File: config.mk
export PLATFORM = sky130hd
export DESIGN_NAME = bnn_layer_sched
export DESIGN_NICKNAME = d
export VERILOG_FILES = /design/src/rtl/bnn_layer_sched.sv
export SDC_FILE = /design/constraint.sdc
export NUM_CORES = 1
export LEC_CHECK = 0
export ABC_CLOCK_PERIOD_IN_PS = 8700
export CAP_MARGIN = 0
export CORE_ASPECT_RATIO = 1.2
export CORE_MARGIN = 4
export CORE_UTILIZATION = 45
export DETAILED_ROUTE_END_ITERATION = 6
export PLACE_DENSITY_LB_ADDON = 0.15
export SKIP_CTS_REPAIR_TIMING = 1
export SYNTH_ARGS = -nofsm -noshare
export SYNTH_HDL_FRONTEND = slang
export SYNTH_SLANG_ARGS = --single-unit
File: constraint.sdc
create_clock -name clk -period 8.7 [get_ports clk]
set_input_delay 2.61 -clock clk [delete_from_list [all_inputs] [get_ports clk]]
set_output_delay 2.61 -clock clk [all_outputs]
set_load 0.03 [all_outputs]
File: src/rtl/bnn_layer_sched.sv
// rtl/bnn_layer_sched.sv - conv1/conv2/fc sequencer with serial argmax; optional SCHED_LAYER_TIMEOUT_EN layer watchdog
module bnn_layer_sched #(
    parameter int FC_W    = 17,
    parameter int N_CLASS = 10,
    parameter int TIMEOUT = 1024
) (
    input  logic                    clk,
    input  logic                    rst,
    input  logic                    cfg_busy,
    input  logic                    image_in_valid,
    output logic                    image_in_ready,
    output logic                    img_load,
    output logic                    conv1_start,
    input  logic                    conv1_done,
    output logic                    conv2_start,
    input  logic                    conv2_done,
    output logic                    fc_start,
    input  logic                    fc_done,
    input  logic [N_CLASS*FC_W-1:0] fc_out_flat,
    output logic                    class_out_valid,
    input  logic                    class_out_ready,
    output logic [3:0]              class_out,
    output logic                    busy,
    output logic                    err
);

    typedef enum logic [2:0] {S_IDLE, S_C1, S_C2, S_FC, S_ARGMAX, S_OUT} state_t;

    state_t r_state, w_state_nxt;
    logic r_conv1_start, r_conv2_start, r_fc_start;
    logic w_conv1_start_nxt, w_conv2_start_nxt, w_fc_start_nxt;
    logic signed [FC_W-1:0] r_score [N_CLASS];
    logic signed [FC_W-1:0] r_best_val;
    logic signed [FC_W-1:0] w_cmp_val;
    logic [3:0] r_best_idx, r_cmp_idx, r_class_out;
    logic r_class_valid;
    logic w_accept, w_c1_done, w_c2_done, w_fc_done;
    logic w_better, w_last_cmp, w_in_layer, w_timeout, w_to_fire;

    assign image_in_ready  = (r_state == S_IDLE) && !cfg_busy && !rst;
    assign w_accept        = image_in_valid && image_in_ready;
    assign img_load        = w_accept;
    assign conv1_start     = r_conv1_start;
    assign conv2_start     = r_conv2_start;
    assign fc_start        = r_fc_start;
    assign class_out_valid = r_class_valid;
    assign class_out       = r_class_out;
    assign busy            = (r_state != S_IDLE);

    // A done coinciding with its own start pulse is too early to be genuine
    assign w_c1_done  = (r_state == S_C1) && !r_conv1_start && conv1_done;
    assign w_c2_done  = (r_state == S_C2) && !r_conv2_start && conv2_done;
    assign w_fc_done  = (r_state == S_FC) && !r_fc_start && fc_done;
    assign w_in_layer = (r_state == S_C1) || (r_state == S_C2) || (r_state == S_FC);

    assign w_cmp_val  = r_score[r_cmp_idx];
    assign w_better   = w_cmp_val > r_best_val;
    assign w_last_cmp = (r_cmp_idx == 4'(N_CLASS - 1));

`ifdef SCHED_LAYER_TIMEOUT_EN
    localparam int CNT_W = $clog2(TIMEOUT + 1);
    logic [CNT_W-1:0] r_cnt;
    logic             r_err;

    assign w_timeout = w_in_layer && (r_cnt >= CNT_W'(TIMEOUT));
    assign err       = r_err;

    always_ff @(posedge clk) begin
        if (rst) begin
            r_cnt <= '0;
            r_err <= 1'b0;
        end else begin
            if (w_conv1_start_nxt || w_conv2_start_nxt || w_fc_start_nxt)
                r_cnt <= '0;
            else if (w_in_layer)
                r_cnt <= r_cnt + 1'b1;
            if (w_to_fire)
                r_err <= 1'b1;
        end
    end
`else
    assign w_timeout = 1'b0;
    assign err       = 1'b0;
`endif

    always_comb begin
        w_state_nxt       = r_state;
        w_conv1_start_nxt = 1'b0;
        w_conv2_start_nxt = 1'b0;
        w_fc_start_nxt    = 1'b0;
        w_to_fire         = 1'b0;
        case (r_state)
            S_IDLE: if (w_accept) begin
                w_state_nxt       = S_C1;
                w_conv1_start_nxt = 1'b1;
            end
            S_C1: if (w_c1_done) begin
                w_state_nxt       = S_C2;
                w_conv2_start_nxt = 1'b1;
            end else if (w_timeout) begin
                w_state_nxt = S_OUT;
                w_to_fire   = 1'b1;
            end
            S_C2: if (w_c2_done) begin
                w_state_nxt    = S_FC;
                w_fc_start_nxt = 1'b1;
            end else if (w_timeout) begin
                w_state_nxt = S_OUT;
                w_to_fire   = 1'b1;
            end
            S_FC: if (w_fc_done) begin
                w_state_nxt = S_ARGMAX;
            end else if (w_timeout) begin
                w_state_nxt = S_OUT;
                w_to_fire   = 1'b1;
            end
            S_ARGMAX: if (w_last_cmp) w_state_nxt = S_OUT;
            S_OUT: if (r_class_valid && class_out_ready) w_state_nxt = S_IDLE;
            default: w_state_nxt = S_IDLE;
        endcase
    end

    always_ff @(posedge clk) begin
        if (rst) begin
            r_state       <= S_IDLE;
            r_conv1_start <= 1'b0;
            r_conv2_start <= 1'b0;
            r_fc_start    <= 1'b0;
            r_best_idx    <= '0;
            r_best_val    <= '0;
            r_cmp_idx     <= '0;
            r_class_out   <= '0;
            r_class_valid <= 1'b0;
            for (int i = 0; i < N_CLASS; i++) r_score[i] <= '0;
        end else begin
            r_state       <= w_state_nxt;
            r_conv1_start <= w_conv1_start_nxt;
            r_conv2_start <= w_conv2_start_nxt;
            r_fc_start    <= w_fc_start_nxt;
            if (w_fc_done) begin
                for (int i = 0; i < N_CLASS; i++) r_score[i] <= fc_out_flat[i*FC_W +: FC_W];
                r_best_idx <= '0;
                r_best_val <= fc_out_flat[FC_W-1:0];
                r_cmp_idx  <= 4'd1;
            end else if (r_state == S_ARGMAX) begin
                // Strict greater-than so ties keep the lower index
                if (w_better) begin
                    r_best_idx <= r_cmp_idx;
                    r_best_val <= w_cmp_val;
                end
                r_cmp_idx <= r_cmp_idx + 4'd1;
                if (w_last_cmp) begin
                    r_class_out   <= w_better ? r_cmp_idx : r_best_idx;
                    r_class_valid <= 1'b1;
                end
            end else if (w_to_fire) begin
                r_class_out   <= 4'hF;
                r_class_valid <= 1'b1;
            end else if (r_state == S_OUT && r_class_valid && class_out_ready) begin
                r_class_valid <= 1'b0;
            end
        end
    end

endmodule

==> results.ini, run 1 <==
[placed_design]
dp_hpwl_mm=16.5
pre_cts_slack_ps=1690
port_buffers=188
routabilityCongestion=0.812
dp.cells=1208

[global_routing]
grt_pass1_vias=6628
antenna_found_initial=0
grt_first_pass_wirelength_mm=36.3
grt_max_degree=134
grt_usage_pct=19.2
gr-total-overflow=0

[final_layout]
final_nets=1154
syn2layout_area_growth_pct=27.2
drive_above_1_share_pct=8.68
n_fill_cell=1799
fin_cells=1242
multiInputGateArea_um2=3770
seqCellArea_um2=5830
insertedDiodeCount=0
layout_common_cells=188 x clkdlybuf4s50_1, 175 x and2_1, 170 x edfxtp_1
layout_commonest_cell=clkdlybuf4s50_1

[cts]
htree_levels=1
clk_pin_slew_ps=60
root_buffer=clkbuf_16
cts_made_buffers=21
cts_sinks=206
cts_buffer_depth=3
clk_latency_ps=500
cts_tree=done

[pwr]
vdd_drop_max_v=0.000137
p_per_area_nw_per_um2=182
p_leak_nw=4.55

[status]
outcome=finished, final reports clean

[run]
maxCapViolCount=0

[logic_synthesis]
avgSynthCellArea_um2=12.6
yosysSeqAreaShare_pct=58.6
ys.flop_type=edfxtp_1
syn_nets=986
synth_area_um2=9940
yosys.cell_types.count=53
async_reset_ff_share_pct=0
ys_ff_latch=206
syn_inst=789
synth_edf_count=170
yosysWarnings=0

[critical_path]
r2r_start=r_cmp_idx[0]
cp_max_fo=30
critPathKind=in2out
critPathLaunch=rst
worstPathRequired_ps=6090
cp.arrival_ps=4370
crit_path_start_kind=input pin
end_kind=primary output

[drt]
wl_per_cell_um=19.2
drt_first_iter_violations=398
vias=6618
ant_nets=0
drcViolationCount=0
detailedRoute.firstPassIterationCount=5
vias_per_cell=5.33
routed_wl_mm=23.9

[timing]
slew_headroom_pct=32.6
max_freq_mhz=143
post-route-period-util_pct=80.2
finalHoldViolCount=0
fin_crit_ps=6980
setup_ws_ps=1720
whs_ps=460
drv_slew=0
worstMarginPinSlew_ps=1010
skew_ps=18.9
finalSetupViolations=0
tns_ps=0
rsz0062_at_grt=false

[floorplan]
ioPinCount=190
die-area_um2=24500
rows=59
die_w_um=144
start_util_pct=45.8
core_um2=21700
die_h_um=171

[hold_path]
hold_class=reg2reg
hold_start=r_best_idx[1]

## kinds of logic after synthesis
family / share of synthesized area, %
buf+inv: 3.46
other cells: 0.0377
fa+ha+maj: 2.39
xor+xnor: 0.264
compound gates: 7.36
flops: 58.6
mux: 8.62
simple gates: 19.3
## cells in the mapped netlist (all sizes together), types with 2 or more instances
library cell	count	share of area, %
edfxtp	170	51
nor2b	2	0.13
ha	19	2.4
and4	4	0.35
nand2	39	1.5
dfxtp	36	7.2
nand3	2	0.10
a211oi	22	1.7
clkbuf	30	1.1
nand2b	19	1.2
a211o	3	0.26
and2	175	11
mux2i	8	0.81
inv	18	0.68
mux4	34	7.7
a21oi	15	0.79
xor2	2	0.18
nor3	23	1.3
nor3b	2	0.15
nor2	50	2.0
o21ai	23	1.2
buf	24	1.6
o211ai	17	1.3
a22oi	16	1.2
nor4	17	1.1
nand4	3	0.19
## critical path, stage by stage
cell and delay [ps]:
clkdlybuf4s50_1 400, buf_4 250, nor3_2 290, and2_1 160
clkdlybuf4s50_1 660
## cell type report
| type | instances | share of cell area (%) |
|---|---|---|
| clock buffer | 24 | 4.25 |
| timing repair buffer | 199 | 15.5 |
| sequential | 206 | 46.1 |
| inverter | 18 | 0.574 |
| multi-input combinational | 511 | 29.8 |
| clock inverter | 10 | 0.970 |
| tap | 274 | 2.71 |
## layer usage
| metal | vias up | track usage, % | part of all wire [%] |
|---|---|---|---|
| met5 | - | 0 | 0 |
| met4 | 0 | 6.84 | 3.1 |
| met3 | 31 | 3.58 | 6.7 |
| met2 | 230 | 30.8 | 48 |
| met1 | 3144 | 26.4 | 42 |
| li1 | 3213 | - | - |
## flip-flops by register name (all words and copies together), names as in the netlist
signal,cells
r_cmp_idx,4
r_best_idx,4
class_out,4
r_state,3
conv2_start,1
fc_start,1
conv1_start,1
r_best_val,17
r_score,170
class_out_valid,1
## worst paths after layout
kind / end / slack, ps / cells after the start
max: img_load / 1720 / 5
min: r_best_idx[1] / 460 / 2
max reg2reg: r_best_idx[0] / 4210 / 11
min reg2reg: r_best_idx[1] / 460 / 2
## through the flow
stage,total power (W),util [%],area [um^2]
after floorplan,0.00130,-,9940
after global placement,0.00142,55.2,12000
after detailed placement,0.00143,55.2,12000
after CTS,0.00232,58.3,12600
after global routing,0.00238,58.3,12600
final,0.00230,58.3,12600
## where the power goes
| group | leakage [nW] | internal, W | switching, W |
|---|---|---|---|
| clock network | 0.321 | 0.000528 | 0.000366 |
| logic | 2.18 | 0.000141 | 0.000130 |
| registers | 2.05 | 0.00111 | 0.0000209 |
No activity file was read; power rests on OpenSTA's default activity.
==> run 2, diff against run 1 <==
ABC_CLOCK_PERIOD_IN_PS = 6000   (was 8700)
clock period = 6 ns   (was 8.7 ns; I/O delays follow)
==> results.ini, run 2 (same netlist as run 1, synthesis figures left out) <==
[critical_path]
cp.arrival_ps=3320
crit_family=buffers and inverters
max_stage_delay_ps=660
crit_slowest_cell=clkdlybuf4s50_1
cp_max_fo=4
crit_path_frequent_cell=clkdlybuf4s50_1
crit_path_start_kind=input pin
crit_chain=clkdlybuf4s50_1 -> nor3_2 -> and2_1 -> clkdlybuf4s50_1
cp.buffers_inverters=2
critPathKind=in2out
end_kind=primary output
worstPathRequired_ps=4200

[final_layout]
multiInputGateArea_um2=3770
drive_above_1_share_pct=9.72
reg_top3=r_score: 170 flops, r_best_val: 17 flops
layout_common_cells=188 x clkdlybuf4s50_1, 175 x and2_1, 170 x edfxtp_1
largest_register_ffs=170
seqCellArea_um2=5830
n_fill_cell=1818
final_nets=1159
layout_commonest_cell=clkdlybuf4s50_1
top_register=r_score
syn2layout_area_growth_pct=28.1

[cts]
root_buffer=clkbuf_16
htree_levels=1
clk_pin_slew_ps=60
cts_tree=done
cts_sinks=206
clk_latency_ps=500
cts_buffer_depth=3
cts_made_buffers=22

[drt]
vias_per_cell=5.33
vias=6670
ant_nets=0
detailedRoute.firstPassIterationCount=5
drcViolationCount=0
wl_per_cell_um=19.0
routed_wl_mm=23.8
drt_first_iter_violations=458

[pwr]
swShare_pct=23.1
p_leak_nw=4.59
internal_power_w=0.00257
power_frac_comb_pct=11.9
clockPowerShare_pct=38.8
vdd_drop_max_v=0.000180
seqPwrFrac_pct=49.3
p_per_area_nw_per_um2=262
netSwitchingPower_w=0.000771

[floorplan]
ioPinCount=190
core_um2=21700
die_h_um=171
die_w_um=144
rows=59
die-area_um2=24500
start_util_pct=45.8

[global_routing]
grt_usage_pct=19.4
grt_max_degree=171
grt_pass1_vias=6803
grt_first_pass_wirelength_mm=37.0
gr-total-overflow=0
antenna_found_initial=3

[timing]
worstMarginPinSlew_ps=929
max_freq_mhz=195
post-route-period-util_pct=85.3
setup_ws_ps=880
rsz0062_at_grt=false
drv_slew=0
finalSetupViolations=0
tns_ps=0
slew_headroom_pct=38.0
fin_crit_ps=5120
finalHoldViolCount=0
skew_ps=9.44

[placed_design]
pre_cts_slack_ps=886
port_buffers=188
routabilityCongestion=0.824
dp_hpwl_mm=16.5

[status]
outcome=finished, final reports clean

[run]
maxCapViolCount=0

[hold_path]
hold_class=reg2reg

[run 2: worst reg2reg max path, cell delays in order, from the launching register on]
cell      delay [ps]
dfxtp_4          900
buf_4            350
mux4_2           510
a22o_1           220
a21oi_1          250
ha_1             290
and4_1           190
and4bb_2         230
nor2b_1          130
and2_1           680
a21oi_2          230
mux2i_1          170
[run 2: final timing paths]
| kind | cells after the start | slack [ps] | from | endpoint |
|---|---|---|---|---|
| worst max register to register | 11 | 1710 | r_cmp_idx[0] | r_best_idx[0] |
| worst min register to register | 2 | 470 | r_best_idx[3] | r_best_idx[3] |
| worst max-delay path | 4 | 880 | rst | img_load |
| worst min-delay path | 2 | 470 | r_best_idx[3] | r_best_idx[3] |
[run 2: per-layer routing]
metal / routed length (um) / part of all wire (%) / GRT usage, % / up-vias
met4: 659 / 2.8 / 6.35 / 4
met2: 11600 / 49 / 31.9 / 200
met3: 1350 / 5.6 / 3.63 / 34
met5: 27 / 0.11 / 0 / -
met1: 10200 / 43 / 26.2 / 3205
li1: - / - / - / 3227
[run 2: through the flow]
step / power (W) / instances / utilization (%) / hold slack [ps] / cell area [um^2]
final: 0.00334 / 1252 / 58.7 / 468 / 12700
after global routing: 0.00347 / 1252 / 58.7 / 486 / 12700
after CTS: 0.00337 / 1251 / 58.7 / 470 / 12700
after detailed placement: 0.00207 / 1212 / 55.5 / 461 / 12100
after global placement: 0.00207 / 1212 / 55.5 / 447 / 12100
after floorplan: 0.00188 / 789 / - / 438 / 9950
[run 2: power groups by stage]
stage / combinational [W] / sequential [W] / clock [W]
finish: 0.000397 / 0.00164 / 0.00130
global route: 0.000430 / 0.00165 / 0.00139
CTS: 0.000399 / 0.00164 / 0.00133
detailed placement: 0.000397 / 0.00167 / 0
global placement: 0.000394 / 0.00167 / 0
floorplan: 0.000215 / 0.00167 / 0
[run 2: final cells by class]
| type | count | area share [%] |
|---|---|---|
| diodes | 1 | 0.0196 |
| clock buffers | 27 | 4.64 |
| clock inverters | 12 | 0.746 |
| inverters | 18 | 0.560 |
| multi-input cells | 511 | 29.6 |
| flip-flops and latches | 206 | 45.8 |
| well taps | 274 | 2.69 |
| repair buffers | 203 | 16.0 |
==> run 3, diff against run 2 <==
CTS_CLUSTER_SIZE = 16   (was not set)
==> results.ini, run 3 (same netlist as run 1, synthesis figures left out) <==
[timing]
drv_slew=0
slew_headroom_pct=40.2
rsz0062_at_grt=false
finalHoldViolCount=0
finalSetupViolations=0
max_freq_mhz=195
worstMarginPinSlew_ps=897
tns_ps=0
skew_ps=9.33
whs_ps=465
fin_crit_ps=5120
setup_ws_ps=882
post-route-period-util_pct=85.3

[critical_path]
r2r_start=r_cmp_idx[0]
worstPathRequired_ps=4200
critPathKind=in2out
cp.arrival_ps=3320
r2r_slack_ps=1730
reg2regPathDepth=11
crit_path_start_kind=input pin
cp_max_fo=4
end_kind=primary output
r2r-end=r_best_idx[2]

[drt]
vias=6665
wl_per_cell_um=19.0
drt_first_iter_violations=373
ant_nets=0
detailedRoute.firstPassIterationCount=4
vias_per_cell=5.32
routed_wl_mm=23.7
drcViolationCount=0

[final_layout]
multiInputGateArea_um2=3770
layout_common_cells=188 x clkdlybuf4s50_1, 175 x and2_1, 170 x edfxtp_1
drive_above_1_share_pct=9.21
seqCellArea_um2=5830
final_nets=1159
n_fill_cell=1807
syn2layout_area_growth_pct=28.0
largest_register_ffs=170
reg_top3=r_score: 170 flops, r_best_val: 17 flops
top_register=r_score
layout_commonest_cell=clkdlybuf4s50_1

[cts]
cts_sinks=206
clk_latency_ps=500
root_buffer=clkbuf_16
cts_made_buffers=22
htree_levels=1
clk_pin_slew_ps=60
cts_tree=done
cts_buffer_depth=3

[pwr]
p_leak_nw=4.57
p_per_area_nw_per_um2=262
vdd_drop_max_v=0.000206

[placed_design]
port_buffers=188
pre_cts_slack_ps=886
routabilityCongestion=0.824
dp_hpwl_mm=16.5

[hold_path]
hold_class=reg2reg
hold_end=r_best_idx[3]
hold_start=r_best_idx[3]
min_path_cells=2

[global_routing]
grt_first_pass_wirelength_mm=36.9
grt_pass1_vias=6846
grt_max_degree=171
gr-total-overflow=0
grt_usage_pct=19.3
antenna_found_initial=3

[status]
outcome=finished, final reports clean

[run]
maxCapViolCount=0

[floorplan]
rows=59
ioPinCount=190
die_w_um=144
start_util_pct=45.8
die_h_um=171
die-area_um2=24500
core_um2=21700

-- run 3: per-layer routing --
layer,track usage (%),part of all wire [%],vias up
met4,6.80,3.4,4
met5,0,0.11,-
met3,3.83,6.4,44
li1,-,-,3227
met2,31.8,48,204
met1,25.7,42,3186
-- run 3: area by class of cell --
class	instances	area share (%)
antenna	1	0.0197
clock buffer	30	4.73
clock inverter	9	0.600
inverter	18	0.560
multi-input combinational	511	29.6
sequential	206	45.8
tap	274	2.69
timing repair buffer	203	16.0
-- run 3: per-stage QoR --
stage | cells | power, W | util (%) | instance area [um^2]
floorplan | 789 | 0.00188 | - | 9950
global placement | 1212 | 0.00207 | 55.5 | 12100
detailed placement | 1212 | 0.00207 | 55.5 | 12100
CTS | 1251 | 0.00337 | 58.6 | 12700
global route | 1252 | 0.00346 | 58.7 | 12700
finish | 1252 | 0.00333 | 58.7 | 12700
-- run 3: worst max-delay path by stage --
stage / startpoint / end / slack [ps] / cells past startpoint
final: rst / img_load / 880 / 4
after global routing: rst / img_load / 800 / 4
after CTS: rst / img_load / 870 / 4
after detailed placement: rst / img_load / 890 / 4
after global placement: rst / img_load / 900 / 4
after floorplan: fc_done / r_score[0][0] / 450 / 4
-- run 3: power breakdown --
| group | switching (W) | total, W | internal (W) |
|---|---|---|---|
| Clock | 0.000544 | 0.00129 | 0.000748 |
| Combinational | 0.000186 | 0.000396 | 0.000209 |
| Sequential | 0.0000319 | 0.00164 | 0.00161 |
-- run 3: critical path, cell delays in order --
cell and delay, ps:
clkdlybuf4s50_1 440, nor3_2 260, and2_1 150, clkdlybuf4s50_1 660
